**src/rtl/example_sdiv_pkg.sv**
```systemverilog
// Shared widths, saturation limits and FSM state type for the sequential signed divider.
package example_sdiv_pkg;

  localparam int unsigned DIN0_W = 21;
  localparam int unsigned DIN1_W = 9;
  localparam int unsigned DOUT_W = 14;
  localparam int unsigned PATH_W = 22;
  localparam int unsigned QBITS  = PATH_W - 1;
  localparam int unsigned CNT_W  = 5;
  localparam int unsigned N_ITER = 21;

  localparam int QMAX = 8191;
  localparam int QMIN = -8192;

  typedef enum logic [1:0] {
    IDLE = 2'd0,
    CALC = 2'd1,
    FIX  = 2'd2
  } state_t;

endpackage

```
**src/rtl/example_sdiv_step.sv**
```systemverilog
// One restoring-division iteration: shift in the next dividend bit, trial-subtract, restore on borrow.
module example_sdiv_step
  import example_sdiv_pkg::*;
(
  input  logic [DIN1_W-1:0] prem,
  input  logic [PATH_W-1:0] quo,
  input  logic [DIN1_W-1:0] dvs,
  output logic [DIN1_W-1:0] prem_nxt,
  output logic [PATH_W-1:0] quo_nxt
);

  logic [DIN1_W:0] shifted;
  logic [DIN1_W:0] diff;
  logic            ge;

  assign shifted  = {prem, quo[QBITS-1]};
  assign ge       = (shifted >= {1'b0, dvs});
  assign diff     = shifted - {1'b0, dvs};
  assign prem_nxt = DIN1_W'(ge ? diff : shifted);
  // Dividend bits leave through bit QBITS-1 while quotient bits enter at bit 0; the top bit stays clear.
  assign quo_nxt  = {1'b0, QBITS'({quo, ge})};

endmodule

```
**src/rtl/example_sdiv_21s_9s_seq.sv**
```systemverilog
// Sequential 21-bit by 9-bit signed divider with C truncation semantics, quotient saturation
// to 14 bits and divide-by-zero flagging; fixed 23-cycle latency.
module example_sdiv_21s_9s_seq
  import example_sdiv_pkg::*;
#(
  parameter int ID         = 32'd1,
  parameter int din0_WIDTH = 32'd21,
  parameter int din1_WIDTH = 32'd9,
  parameter int dout_WIDTH = 32'd14
) (
  input  logic                  ap_clk,
  input  logic                  ap_rst_n,
  input  logic                  ce,
  input  logic                  start,
  input  logic [din0_WIDTH-1:0] din0,
  input  logic [din1_WIDTH-1:0] din1,
  output logic                  busy,
  output logic                  done,
  output logic [dout_WIDTH-1:0] dout,
  output logic [din1_WIDTH-1:0] rem,
  output logic                  ovf,
  output logic                  dz
);

  if (din0_WIDTH != int'(DIN0_W) || din1_WIDTH != int'(DIN1_W) ||
      dout_WIDTH != int'(DOUT_W)) begin : g_width_check
    $error("example_sdiv_21s_9s_seq ID=%0d: only 21/9/14 widths are supported", ID);
  end

  localparam logic signed [PATH_W-1:0] Q_HI = PATH_W'(QMAX);
  localparam logic signed [PATH_W-1:0] Q_LO = PATH_W'(QMIN);

  state_t                    state;
  logic [CNT_W-1:0]          cnt;
  logic [PATH_W-1:0]         quo;
  logic [DIN1_W-1:0]         prem;
  logic [DIN1_W-1:0]         dvs;
  logic                      q_neg;
  logic                      r_neg;
  logic                      d_zero;
  logic signed [PATH_W-1:0]  q_fix;
  logic signed [DIN1_W-1:0]  r_fix;

  logic signed [PATH_W-1:0]  a_ext;
  logic signed [DIN1_W:0]    b_ext;
  logic [PATH_W-1:0]         a_mag;
  logic [DIN1_W-1:0]         b_mag;
  logic [DIN1_W-1:0]         prem_nxt;
  logic [PATH_W-1:0]         quo_nxt;

  // Magnitudes are formed one bit wider than the operands so -2^20 and -256 do not wrap.
  assign a_ext = PATH_W'($signed(din0));
  assign b_ext = (DIN1_W+1)'($signed(din1));
  assign a_mag = PATH_W'(a_ext[PATH_W-1] ? -a_ext : a_ext);
  assign b_mag = DIN1_W'(b_ext[DIN1_W] ? -b_ext : b_ext);

  example_sdiv_step u_step (
    .prem     (prem),
    .quo      (quo),
    .dvs      (dvs),
    .prem_nxt (prem_nxt),
    .quo_nxt  (quo_nxt)
  );

  // Control FSM, iteration counter, sign fix-up and result registers.
  always_ff @(posedge ap_clk or negedge ap_rst_n) begin
    if (!ap_rst_n) begin
      state  <= IDLE;
      cnt    <= '0;
      quo    <= '0;
      prem   <= '0;
      dvs    <= '0;
      q_neg  <= 1'b0;
      r_neg  <= 1'b0;
      d_zero <= 1'b0;
      q_fix  <= '0;
      r_fix  <= '0;
      busy   <= 1'b0;
      done   <= 1'b0;
      dout   <= '0;
      rem    <= '0;
      ovf    <= 1'b0;
      dz     <= 1'b0;
    end else if (ce) begin
      done <= 1'b0;
      case (state)
        IDLE: begin
          if (start) begin
            state  <= CALC;
            cnt    <= CNT_W'(N_ITER - 1);
            quo    <= a_mag;
            prem   <= '0;
            dvs    <= b_mag;
            q_neg  <= din0[din0_WIDTH-1] ^ din1[din1_WIDTH-1];
            r_neg  <= din0[din0_WIDTH-1];
            d_zero <= (din1 == '0);
            busy   <= 1'b1;
          end
        end
        CALC: begin
          quo  <= quo_nxt;
          prem <= prem_nxt;
          if (cnt == '0) begin
            state <= FIX;
            cnt   <= CNT_W'(1);
          end else begin
            cnt <= cnt - CNT_W'(1);
          end
        end
        FIX: begin
          // First FIX cycle applies signs; second saturates and publishes.
          if (cnt != '0) begin
            cnt   <= '0;
            q_fix <= q_neg ? -$signed(quo) : $signed(quo);
            r_fix <= r_neg ? -$signed(prem) : $signed(prem);
          end else begin
            state <= IDLE;
            busy  <= 1'b0;
            done  <= 1'b1;
            if (d_zero) begin
              dout <= r_neg ? DOUT_W'(QMIN) : DOUT_W'(QMAX);
              rem  <= '0;
              ovf  <= 1'b0;
              dz   <= 1'b1;
            end else begin
              rem <= r_fix;
              dz  <= 1'b0;
              if (q_fix > Q_HI) begin
                dout <= DOUT_W'(QMAX);
                ovf  <= 1'b1;
              end else if (q_fix < Q_LO) begin
                dout <= DOUT_W'(QMIN);
                ovf  <= 1'b1;
              end else begin
                dout <= DOUT_W'(q_fix);
                ovf  <= 1'b0;
              end
            end
          end
        end
        default: state <= IDLE;
      endcase
    end
  end

endmodule

```
**config.mk**
```make
export PLATFORM = sky130hd
export DESIGN_NAME = example_sdiv_21s_9s_seq
export DESIGN_NICKNAME = d
export VERILOG_FILES = /design/src/rtl/example_sdiv_pkg.sv /design/src/rtl/example_sdiv_step.sv /design/src/rtl/example_sdiv_21s_9s_seq.sv
export SDC_FILE = /design/constraint.sdc
export NUM_CORES = 1
export LEC_CHECK = 0
export ABC_AREA = 1
export CORE_ASPECT_RATIO = 0.8
export CORE_MARGIN = 2
export CORE_UTILIZATION = 35
export DETAILED_ROUTE_END_ITERATION = 8
export PLACE_DENSITY = 0.63
export SLEW_MARGIN = 15
export SYNTH_ARGS = -nofsm -noshare
export SYNTH_HDL_FRONTEND = slang
export SYNTH_SLANG_ARGS = --single-unit
```
**constraint.sdc**
```tcl
create_clock -name ap_clk -period 2.06 [get_ports ap_clk]
set_input_delay 0.412 -clock ap_clk [delete_from_list [all_inputs] [get_ports ap_clk]]
set_output_delay 0.412 -clock ap_clk [all_outputs]
set_load 0.03 [all_outputs]
```
Word-level counts from Yosys, hierarchy flattened
Index checks and enable logic that the tools add are counted.
{"block": "word_totals", "reg_bits": 108, "inputBits": 34, "word_cells": 78}
{"block": "op_classes", "addsub": 6, "n_lt_le_gt_ge": 3, "eq_ne": 6, "muxes": 31, "bitwise_logic": 2, "n_reduce_logical": 14}
{"operator": "$mux W22", "count": 3}
{"operator": "$mux W14", "count": 4}
{"operator": "$mux W9", "count": 5}
{"operator": "$pmux W22 S2", "count": 1}
{"operator": "$gt A22 B14 Y1 const B", "count": 1}
{"operator": "$lt A22 B14 Y1 const B", "count": 1}
{"operator": "$neg A21 Y22", "count": 1}
{"operator": "$neg A22 Y22", "count": 1}
{"operator": "$neg A9 Y9", "count": 2}
{"operator": "$pmux W9 S2", "count": 1}
{"operator": "$mux W5", "count": 3}
{"operator": "$pmux W5 S3", "count": 1}
{"operator": "$reduce_and A3 Y1", "count": 4}
{"operator": "$reduce_and A4 Y1", "count": 3}
{"operator": "$ge A10 B9 Y1", "count": 1}
{"operator": "$logic_not A9 Y1", "count": 1}
{"operator": "$sub A9 B9 Y9", "count": 1}
{"operator": "$mux W1", "count": 8}
{"operator": "$ne A2 B2 Y1 const B", "count": 4}
{"operator": "$mux W2", "count": 3}
{"operator": "$pmux W2 S3", "count": 1}
{"operator": "$logic_not A5 Y1", "count": 1}
{"operator": "$reduce_bool A5 Y1", "count": 1}
{"operator": "$sub A5 B1 Y5 const B", "count": 1}
{"operator": "other kinds (8)", "count": 9}

Depth between registers and ports, before layout
Gate-level depths: netlist (run 1).
{"block": "depth", "depth_word": 4, "ltp_mapped": 13}

By module
A second synthesis (run 1) with hierarchy kept.
{"block": "unflattened", "hier_cells": 975, "area_unflattened_um2": 6886.6}
{"module": "example_sdiv_21s_9s_seq", "instances": 1, "cells_per_inst": 826, "area_per_inst_um2": 6055.8, "seq_area_each_um2": 2702.6}
{"module": "example_sdiv_step", "instances": 1, "cells_per_inst": 149, "area_per_inst_um2": 830.8, "seq_area_each_um2": 0.0}

Worst setup path after synthesis (run 1)
Ideal clock, no wire load.
{"block": "synth_path", "path_kind": "register -> register", "startpoint": "reg quo[20]", "endpoint": "reg prem[0]", "setup_time_ns": 0.066, "arrival_time_ns": 1.808, "required_time_ns": 1.994, "setup_slack_ns": 0.187, "path_stages_with_launch": 14, "synth_period_minus_slack_ns": 1.873, "path_cell_list": "dfrtp_1 inv_1 ha_1 inv_1 fa_1 nand3_1 nand2_1 nand2_1 nand3_1 nand2_2 nand2_2 nand2_1 nand3_1 nand2_1"}
{"block": "synth_via", "elab_chain_cells": 3, "word_cells_on_any_way": 4, "classes_between": "add/sub (1); order compare (1); mux (2)"}
{"item": "from (decl)", "line_no": "example_sdiv_21s_9s_seq.sv:35", "rtl": "logic [PATH_W-1:0] quo;"}
{"item": "from (signal assigned)", "line_no": "example_sdiv_21s_9s_seq.sv:91", "rtl": "quo <= a_mag;"}
{"item": "from (signal assigned)", "line_no": "example_sdiv_21s_9s_seq.sv:101", "rtl": "quo <= quo_nxt;"}
{"item": "$sub A9 B9 Y9 or $ge A10 B9 Y1 (tied branches)", "line_no": "example_sdiv_step.sv:18, example_sdiv_step.sv:17"}
{"item": "$mux W9 (*)", "line_no": "example_sdiv_step.sv:19", "rtl": "assign prem_nxt = DIN1_W'(ge ? diff : shifted);"}
{"item": "$pmux W9 S2 (*)", "line_no": "example_sdiv_21s_9s_seq.sv:86", "rtl": "case (state)"}
{"item": "to (signal assigned)", "line_no": "example_sdiv_21s_9s_seq.sv:102", "rtl": "prem <= prem_nxt;"}
{"item": "to (decl)", "line_no": "example_sdiv_21s_9s_seq.sv:36", "rtl": "logic [DIN1_W-1:0] prem;"}
Mark *: on every way between the ends. The rest lies on a longest branch, timed or not.
A chain may end at the register's enable or synchronous reset.

Worst setup path after layout (run 1)
{"block": "layout_path", "startpoint": "reg quo[20]", "endpoint": "reg prem[7]"}
The elaborated chain is that of the path after synthesis.

==> impl_summary.txt, run 1 <==
----------------------------------------------------
[Route]
  Remaining routing DRC violations ... 0
  DRT antenna net count ... 0
  Drt first-iter violations ... around 380
  Via total after detailed routing ... 5791
  Vias per cell ... 4.82
  Wire length after detailed routing ... 16300 um
  Routed wire length per instance ... 13.6 um
  Number of iterations in the first detailed-routing pass ... 8

[Power and ir drop]
  Proportion of power drawn by combinational gates ... 54.7%
  Share of total power in sequential cells ... 30.8%
  VDD IR-drop max ... 0.515 mV
  Areal power density over the cells ... roughly 1500 nW/um^2
  Part of the total power dissipated in the clock network ... between 10% and 20%
  Leakage ... 3.94 nW
  Internal power component ... 6.55 mW
  Total net switching power ... around 5.6 mW
  Sw Share ... a little under half

[Setup path]
  Critical setup path kind ... reg2reg
  Terminus of the critical flop-to-flop path ... prem[7]
  Crit path DAT ... roughly 2.2 ns
  Data required time at the worst endpoint ... around 2.3 ns
  Reg-to-reg setup timing slack ... 0.11 ns
  Critical Path Fanout Max ... 8
  Critical path startpoint category ... flip-flop
  Type of element capturing the critical path ... flip-flop
  Number of cells on the worst reg-to-reg path ... 13
  Crit Reg-Reg Startpoint ... quo[20]

[Global routing]
  First-pass GRT wire length ... about 28000 um
  Largest net degree at the start of global routing ... 66
  Number of antenna violations at the first check in global routing ... 0
  Remaining Overflow, GRT ... 0
  GRT Util Overall ... roughly 18%
  Number of global-route vias before repair ... about 5400

[Hold path]
  Worst hold path stage count ... 2
  Worst hold path endpoint ... dvs[6]
  Min-delay worst type ... reg2reg
  Hold path startpoint ... dvs[6]

[STA]
  Setup-violating endpoint count in the final report ... 0
  Post-route clock skew ... about 0.0094 ns
  Final cycle utilization of the critical path ... 94.7%
  RSZ-0062 raised after global routing ... no
  Final hold violations ... 0
  Hold_ws ... between 0.4 and 0.5 ns
  Final critical path time including I/O delays and setup ... a little under 2 ns
  Worst slew pin tran ... roughly 0.46 ns
  Maximum clock frequency ... ~510 MHz
  Number of max-slew violations in the final report ... 0
  Final-layout setup total negative slack ... 0 ns
  Worst slew margin relative to its limit ... slightly below 70%

[Clocking]
  Clock insertion delay at the later pin of the skew report ... between 0.3 and 0.4 ns
  CTS max path bufs ... 2
  Clock tree from TritonCTS ... built
  CTS sink count ... around 110
  Register clock-pin slew on the reported worst setup and hold paths ... ~0.08 ns
  Htree depth ... 3
  Clock root cell ... sky130_fd_sc_hd__clkbuf_16
  Total CTS buffers ... 9

[Final layout]
  Number of nets in the finished design ... 1020
  Antenna diode count ... 0
  Final-layout fill cell count ... between 1500 and 2000
  P&R area growth vs syn ... 22.5%
  Proportion of layout cells with a drive suffix above 1 ... a little under a tenth
  FF/Latch Area ... roughly 2700 um^2
  Area used by multi-input combinational logic ... 3290 um^2
  Highest-count cells in the layout ignoring fill and taps ... 263 x sky130_fd_sc_hd__nand2_1, 108 x sky130_fd_sc_hd__dfrtp_1, 98 x sky130_fd_sc_hd__inv_1
  Most frequent standard cell in the layout excluding fill and tap cells ... sky130_fd_sc_hd__nand2_1

[Logic synthesis]
  Post-synthesis instance area ... roughly 6500 um^2
  Synth warn ... 0
  Post-synth net total ... 930
  Number of synthesized register bits ... 108
  Post-synthesis average cell area ... ~7.4 um^2
  Number of library cell types mapped by synthesis ... between 40 and 50
  Number of instances in the synthesized netlist ... a little under 900
  Register area share after synthesis ... 41.6%

[Place]
  Buffers on Ports ... 60
  Final weighted congestion in routability-driven placement ... 0.890
  HPWL Detailed ... 12700 um

[Die]
  Die outline area ... ~20000 um^2
  Die H ... between 100 and 150 um
  Floorplan Core Area ... between 15000 and 20000 um^2
  Io pins ... 61
  Die Span X ... about 160 um
  Starting density of the core ... 35.7%
  Floorplan row count ... between 40 and 50

[Run]
  Maxcap violations ... 0

[Outcome]
  Status ... finished clean

----------------------------------------------------
[worst max-delay path by stage]
stage               slack [ns]  startpoint       to  cells past startpoint
global route             0.004     quo[20]  prem[2]                     13
floorplan                 0.19     quo[20]  prem[0]                     13
CTS                       0.02     quo[20]  prem[3]                     13
finish                    0.11     quo[20]  prem[7]                     13
global placement          0.04     din0[0]   quo[8]                      8
detailed placement        0.03     din0[0]   quo[8]                      8
[cell usage after synthesis]
cell | number | area [um^2]
sky130_fd_sc_hd__o22ai_1 | 5 | 31.3
sky130_fd_sc_hd__o21ai_0 | 62 | 310
sky130_fd_sc_hd__and2_1 | 2 | 12.5
sky130_fd_sc_hd__nor3_1 | 4 | 20.0
sky130_fd_sc_hd__a2bb2oi_1 | 10 | 87.6
sky130_fd_sc_hd__a21boi_2 | 1 | 11.3
sky130_fd_sc_hd__nand3_1 | 81 | 405
sky130_fd_sc_hd__clkinv_1 | 2 | 7.51
sky130_fd_sc_hd__ha_1 | 18 | 225
sky130_fd_sc_hd__a21oi_2 | 7 | 61.3
sky130_fd_sc_hd__o221ai_1 | 2 | 17.5
sky130_fd_sc_hd__fa_1 | 1 | 20.0
sky130_fd_sc_hd__nor2_1 | 65 | 244
sky130_fd_sc_hd__a21oi_1 | 28 | 140
sky130_fd_sc_hd__nor2_2 | 1 | 6.26
sky130_fd_sc_hd__a22oi_1 | 2 | 15.0
sky130_fd_sc_hd__nand3b_1 | 5 | 37.5
sky130_fd_sc_hd__inv_2 | 6 | 22.5
sky130_fd_sc_hd__buf_1 | 1 | 3.75
sky130_fd_sc_hd__nor4_1 | 1 | 6.26
sky130_fd_sc_hd__dfrtp_1 | 108 | 2700
sky130_fd_sc_hd__nand4_1 | 5 | 31.3
sky130_fd_sc_hd__o21a_1 | 1 | 7.51
sky130_fd_sc_hd__o21ai_1 | 13 | 65.1
sky130_fd_sc_hd__a22o_1 | 8 | 70.1
sky130_fd_sc_hd__nand2_2 | 2 | 12.5
sky130_fd_sc_hd__o31ai_1 | 3 | 22.5
sky130_fd_sc_hd__xnor2_1 | 7 | 61.3
sky130_fd_sc_hd__a31oi_1 | 1 | 6.26
sky130_fd_sc_hd__clkbuf_1 | 9 | 33.8
sky130_fd_sc_hd__nor2_4 | 4 | 45.0
sky130_fd_sc_hd__buf_6 | 3 | 33.8
sky130_fd_sc_hd__nand2_1 | 265 | 995
sky130_fd_sc_hd__inv_1 | 99 | 372
sky130_fd_sc_hd__xor2_1 | 23 | 201
sky130_fd_sc_hd__o211ai_1 | 5 | 37.5
sky130_fd_sc_hd__nor3_4 | 1 | 16.3
sky130_fd_sc_hd__buf_2 | 10 | 50.1
sky130_fd_sc_hd__clkbuf_2 | 1 | 5.00
sky130_fd_sc_hd__or2_2 | 2 | 12.5
sky130_fd_sc_hd__nand3_2 | 1 | 10.0
sky130_fd_sc_hd__o21ai_2 | 2 | 17.5
[metrics by stage]
stage	util, %	cell area (um^2)	std cells	total power [mW]	worst slack [ns]
after global placement	41.8	7590	1181	10.1	0.0389
after global routing	43.8	7960	1202	13.3	0.00423
after floorplan	-	6490	877	8.11	0.187
final	43.8	7960	1202	12.1	0.109
after CTS	43.5	7900	1198	12.0	0.0223
after detailed placement	41.8	7590	1181	10.2	0.0257
[worst max-delay path: stages (launching register included)]
cell and delay [ns]:
sky130_fd_sc_hd__dfrtp_1 0.40, sky130_fd_sc_hd__inv_2 0.06, sky130_fd_sc_hd__ha_1 0.13, sky130_fd_sc_hd__inv_1 0.07, sky130_fd_sc_hd__fa_2 0.41, sky130_fd_sc_hd__nand3_1 0.09, sky130_fd_sc_hd__nand2_2 0.08, sky130_fd_sc_hd__nand2_2 0.07
sky130_fd_sc_hd__nand3_2 0.09, sky130_fd_sc_hd__nand2_4 0.12, sky130_fd_sc_hd__buf_12 0.12, sky130_fd_sc_hd__nand3_1 0.07, sky130_fd_sc_hd__nand3_1 0.09, sky130_fd_sc_hd__nand2_1 0.05
[state kept, by name (all words and copies together), names as in the netlist]
register and cells:
ovf 1, d_zero 1, q_fix 22, busy 1, prem 9, r_fix 9, dvs 9, dout 14
quo 22, rem 9, r_neg 1, cnt 5, done 1, q_neg 1, dz 1, state 2
[final cells by class]
type | count | share of cell area, %
inverter | 107 | 5.05
timing repair buffer | 103 | 12.2
sequential | 108 | 34.0
clock inverter | 7 | 0.991
tap | 230 | 3.62
multi-input combinational | 638 | 41.3
clock buffer | 9 | 2.83
[power groups by stage]
stage	Sequential [mW]	Clock [mW]	Combinational, mW
finish	3.73	1.75	6.63
floorplan	4.02	0	4.10
detailed placement	3.75	0	6.47
CTS	3.72	1.80	6.51
global placement	3.74	0	6.38
global route	3.85	1.89	7.54
[per-layer routing]
layer / routed length [um] / global-route usage [%]
met1: 9050 / 28.5
met3: 925 / 3.96
met5: 0 / 0
met2: 6150 / 23.8
met4: 172 / 4.10
[what timing repair did]
action | in CTS | in global routing
buffers inserted | 0 | 4
setup endpoints to repair | 0 | 12
hold buffers | 1 | 0
hold endpoints to repair | 22 | 0
resized for setup | 0 | 7
[cells by family (layout without fill, tap and decap cells)]
family / count (synthesis) / after routing / share of synthesized area, %
AO/OA/AOI/OAI: 150 / 150 / 13.9
adder cells (fa/ha/maj): 19 / 19 / 3.78
flip-flops: 108 / 108 / 41.6
XOR/XNOR: 30 / 30 / 4.05
buffers and inverters: 131 / 226 / 8.13
AND/OR/NAND/NOR: 439 / 439 / 28.6
Power figures use the tool's default switching activity.
==> run 2: changes to the inputs <==
--- a/config.mk
+++ b/config.mk
@@ -5,13 +5,11 @@
 export SDC_FILE = /design/constraint.sdc
 export NUM_CORES = 1
 export LEC_CHECK = 0
-export ABC_AREA = 1
 export CORE_ASPECT_RATIO = 0.8
-export CORE_MARGIN = 2
 export CORE_UTILIZATION = 35
 export DETAILED_ROUTE_END_ITERATION = 8
 export PLACE_DENSITY = 0.63
-export SLEW_MARGIN = 15
+export SLEW_MARGIN = 5
 export SYNTH_ARGS = -nofsm -noshare
 export SYNTH_HDL_FRONTEND = slang
 export SYNTH_SLANG_ARGS = --single-unit
==> run 2 against run 1 <==
Net effect:
- via count decreased by 5.5%
- first-iteration DRC count decreased by 17%
- the run now ends with negative hold slack, negative setup slack left
- area after synthesis decreased by 4.6%
==> impl_summary.txt, run 2 <==
----------------------------------------------------
[Final layout]
  Proportion of layout cells with a drive suffix above 1 ... 17.6% (+8.3 points)
  Regs by FF count ... q_fix: 22 flops, quo: 22 flops, dout: 14 flops
  Number of nets in the finished design ... 905 (-11%)
  Util after Layout ... 47.5% (+3.7 points)
  Antenna diode count ... 0 (unchanged)
  Highest-count cells in the layout ignoring fill and taps ... 116 x sky130_fd_sc_hd__nand2_1, 108 x sky130_fd_sc_hd__dfrtp_1, 101 x sky130_fd_sc_hd__buf_4
  Final-layout fill cell count ... 1699 (-7.1%)
  P&R area growth vs syn ... 33.0%
  Most frequent standard cell in the layout excluding fill and tap cells ... sky130_fd_sc_hd__nand2_1

[Logic synthesis]
  Most used standard cell by instance count after synthesis ... sky130_fd_sc_hd__nand2_1
  Yosys top cell by area ... sky130_fd_sc_hd__dfrtp_1
  Commonest cells post-synth ... 116 x sky130_fd_sc_hd__nand2_1, 108 x sky130_fd_sc_hd__dfrtp_1, 90 x sky130_fd_sc_hd__o21ai_0
  Number of instances in the synthesized netlist ... 711 (-19%)
  Synth warn ... 0 (unchanged)
  Share of flip-flops with an asynchronous set or reset after synthesis ... 100% (unchanged)
  Number of flops mapped to enable cells by yosys ... 0 (unchanged)
  Number of synthesized register bits ... 108 (unchanged)
  Post-synth net total ... 764 (-18%)
  Post-synthesis average cell area ... 8.71 um^2 (+18%)
  Top_reg_cell synth ... sky130_fd_sc_hd__dfrtp_1
  Area share of the largest cell type after synthesis ... 43.6% (+2.0 points)
  Register area share after synthesis ... 43.6% (+2.0 points)
  Number of library cell types mapped by synthesis ... 53 (+26%)
  Top area cells in the synthesized netlist ... sky130_fd_sc_hd__dfrtp_1 44%, sky130_fd_sc_hd__o21ai_0 7.3%, sky130_fd_sc_hd__nand2_1 7.0%, sky130_fd_sc_hd__xor2_1 6.1%, sky130_fd_sc_hd__ha_1 3.6%
  Post-synthesis instance area ... 6190 um^2 (-4.6%)

[Route]
  Drt first-iter violations ... 316 (-17%)
  Wire length after detailed routing ... 15600 um (-4.1%)
  Total met3 wirelength after detailed routing ... 853 um (-7.8%)
  DRT antenna net count ... 0 (unchanged)
  Remaining routing DRC violations ... 0 (unchanged)
  Routed wire length per instance ... 14.4 um (+6.6%)
  Vias per cell ... 5.06 (+5.0%)
  Highest signal layer in the routed design ... met4
  Number of iterations in the first detailed-routing pass ... 5 (-3)
  Via total after detailed routing ... 5474 (-5.5%)
  Wire length on met1 ... 8730 um (-3.4%)
  Total met2 wirelength after detailed routing ... 5920 um (-3.8%)

[STA]
  RSZ-0062 raised after global routing ... yes
  Setup-violating endpoint count in the final report ... 10 (+10)
  Worst slew pin tran ... 0.889 ns (+0.432 ns)
  Worst slew margin relative to its limit ... 40.7% (-29 points)
  Final cycle utilization of the critical path ... 119% (+25 points)
  Hold_ws ... -0.00157 ns (-0.485 ns)
  Final-layout setup total negative slack ... -3.36 ns (-3.36 ns)
  Final critical path time including I/O delays and setup ... 2.46 ns (+0.507 ns)
  Post-route worst setup slack ... -0.399 ns (-0.507 ns)
  Maximum clock frequency ... 407 MHz (-21%)
  Number of max-slew violations in the final report ... 0 (unchanged)
  Post-route clock skew ... 0.0116 ns (+0.00212 ns)
  Final hold violations ... 1 (+1)

[Clocking]
  Register clock-pin slew on the reported worst setup and hold paths ... 0.08 ns (about the same)
  Total CTS buffers ... 9 (unchanged)
  CTS max path bufs ... 2 (unchanged)
  Htree depth ... 3 (unchanged)
  Clock tree from TritonCTS ... built
  CTS Hold Buffers Added ... 0 (-1)
  CTS sink count ... 108 (unchanged)
  Clock insertion delay at the later pin of the skew report ... 0.36 ns (about the same)
  Clock root cell ... sky130_fd_sc_hd__clkbuf_16

[Die]
  Starting density of the core ... 35.7% (about the same)
  Die Span X ... 151 um (-3.6%)
  Die outline area ... 18200 um^2 (-7.3%)
  Io pins ... 61 (unchanged)
  Floorplan Core Area ... 17300 um^2 (-4.6%)
  Floorplan row count ... 43 (-2.3%)
  Die H ... 121 um (-3.9%)

[Setup path]
  Slowest stage cell on the critical path ... sky130_fd_sc_hd__dfrtp_1
  Crit path DAT ... 2.70 ns (+0.49 ns)
  Terminus of the critical flop-to-flop path ... prem[2]
  Max incr delay on CP ... 0.40 ns (about the same)
  Most common cell on crit path ... sky130_fd_sc_hd__inv_2
  Kind of cell adding the most delay to the critical path ... compound AO/OA/AOI/OAI gates
  Crit Reg-Reg Startpoint ... quo[20]
  Critical Path Fanout Max ... 6 (-2)
  Number of cells on the worst reg-to-reg path ... 9 (-4)
  Data required time at the worst endpoint ... 2.30 ns (-0.02 ns)
  Reg-to-reg setup timing slack ... -0.40 ns (-0.51 ns)
  Cell breakdown of the critical path ... inv_2, ha_4, inv_2, fa_2, a211oi_4, nor3_2, o41a_1, or3_1, a32o_1
  Critical setup path kind ... reg2reg
  Buffer and inverter count on the worst path ... 2 (-1)
  Type of element capturing the critical path ... flip-flop
  Critical path startpoint category ... flip-flop

[Global routing]
  Largest net degree at the start of global routing ... 45 (-32%)
  Number of global-route vias before repair ... 5154 (-4.8%)
  GRT Util Overall ... 18.6% (+0.81 points)
  First-pass GRT wire length ... 26500 um (-5.0%)
  Number of antenna violations at the first check in global routing ... 0 (unchanged)
  Remaining Overflow, GRT ... 0 (unchanged)

[Outcome]
  Status ... complete, but fails checks
  Failing checks ... negative hold slack, negative setup slack

[Power and ir drop]
  Areal power density over the cells ... 1510 nW/um^2 (-0.80%)
  VDD IR-drop max ... 0.537 mV (+4.2%)
  Leakage ... 3.61 nW (-8.3%)

[Place]
  Buffers on Ports ... 60 (unchanged)
  Final weighted congestion in routability-driven placement ... 0.824 (-7.3%)
  HPWL Detailed ... 12100 um (-5.0%)

[Hold path]
  Min-delay worst type ... in2async

[Run]
  Maxcap violations ... 0 (unchanged)

----------------------------------------------------
-- run 2: area by class of cell --
cell class | instances | area [um^2] | share of cell area, %
tap | 225 | 282 | 3.42
clock inverter | 6 | 67.6 | 0.821
sequential | 108 | 2700 | 32.8
clock buffer | 10 | 239 | 2.90
inverter | 31 | 116 | 1.41
multi-input combinational | 535 | 3350 | 40.6
timing repair buffer | 167 | 1480 | 18.0
-- run 2: cells by family after synthesis --
| family | after synthesis | synth area share (%) |
|---|---|---|
| AND/OR/NAND/NOR | 242 | 18.0 |
| AO/OA/AOI/OAI | 209 | 20.8 |
| flip-flops | 108 | 43.6 |
| buffers and inverters | 68 | 4.22 |
| XOR/XNOR | 55 | 7.78 |
| adder cells (fa/ha/maj) | 19 | 3.96 |
| multiplexers | 10 | 1.64 |
-- run 2: per-layer routing --
metal | vias up | track usage, %
met5 | - | 0
met4 | 0 | 3.94
met2 | 137 | 24.9
met3 | 10 | 3.20
li1 | 2795 | -
met1 | 2532 | 30.2
-- run 2: worst register-to-register path, delay by kind of cell (launching register included) --
| family | cells | cell delay, ns |
|---|---|---|
| AO/OA/AOI/OAI | 3 | 0.92 |
| adder cells (fa/ha/maj) | 2 | 0.50 |
| buffers and inverters | 2 | 0.11 |
| flip-flops | 1 | 0.40 |
| AND/OR/NAND/NOR | 2 | 0.42 |
-- run 2: where the power goes --
group | internal (mW) | switching (mW) | leakage, nW
Sequential | 2.98 | 0.670 | 1.38
Combinational | 3.17 | 3.85 | 2.08
Clock | 0.891 | 0.873 | 0.150
Total | 7.05 | 5.39 | 3.61
-- run 2: worst max-delay path by stage --
stage | from | to | slack [ns] | cells after the start
floorplan | quo[20] | prem[0] | -0.40 | 10
global placement | quo[20] | prem[5] | -0.39 | 9
detailed placement | quo[20] | prem[0] | -0.43 | 9
CTS | quo[20] | prem[5] | -0.39 | 9
global route | quo[20] | prem[5] | -0.51 | 9
finish | quo[20] | prem[2] | -0.40 | 9
-- run 2: what timing repair did --
item | in CTS | in global routing
setup endpoints to repair | 11 | 31
setup buffers | 3 | 0
pin swaps | 1 | 3
resized for setup | 8 | 10
-- run 2: metrics by stage --
stage	total power, mW	area (um^2)	std cells	hold WS (ns)	setup WS (ns)
after floorplan	7.86	6220	711	0.116	-0.402
after global placement	10.3	7810	1063	0.397	-0.386
after detailed placement	10.5	7810	1063	0.399	-0.429
after CTS	12.4	8180	1082	0.00915	-0.391
after global routing	13.5	8230	1082	0.0208	-0.511
final	12.4	8230	1082	-0.00157	-0.399
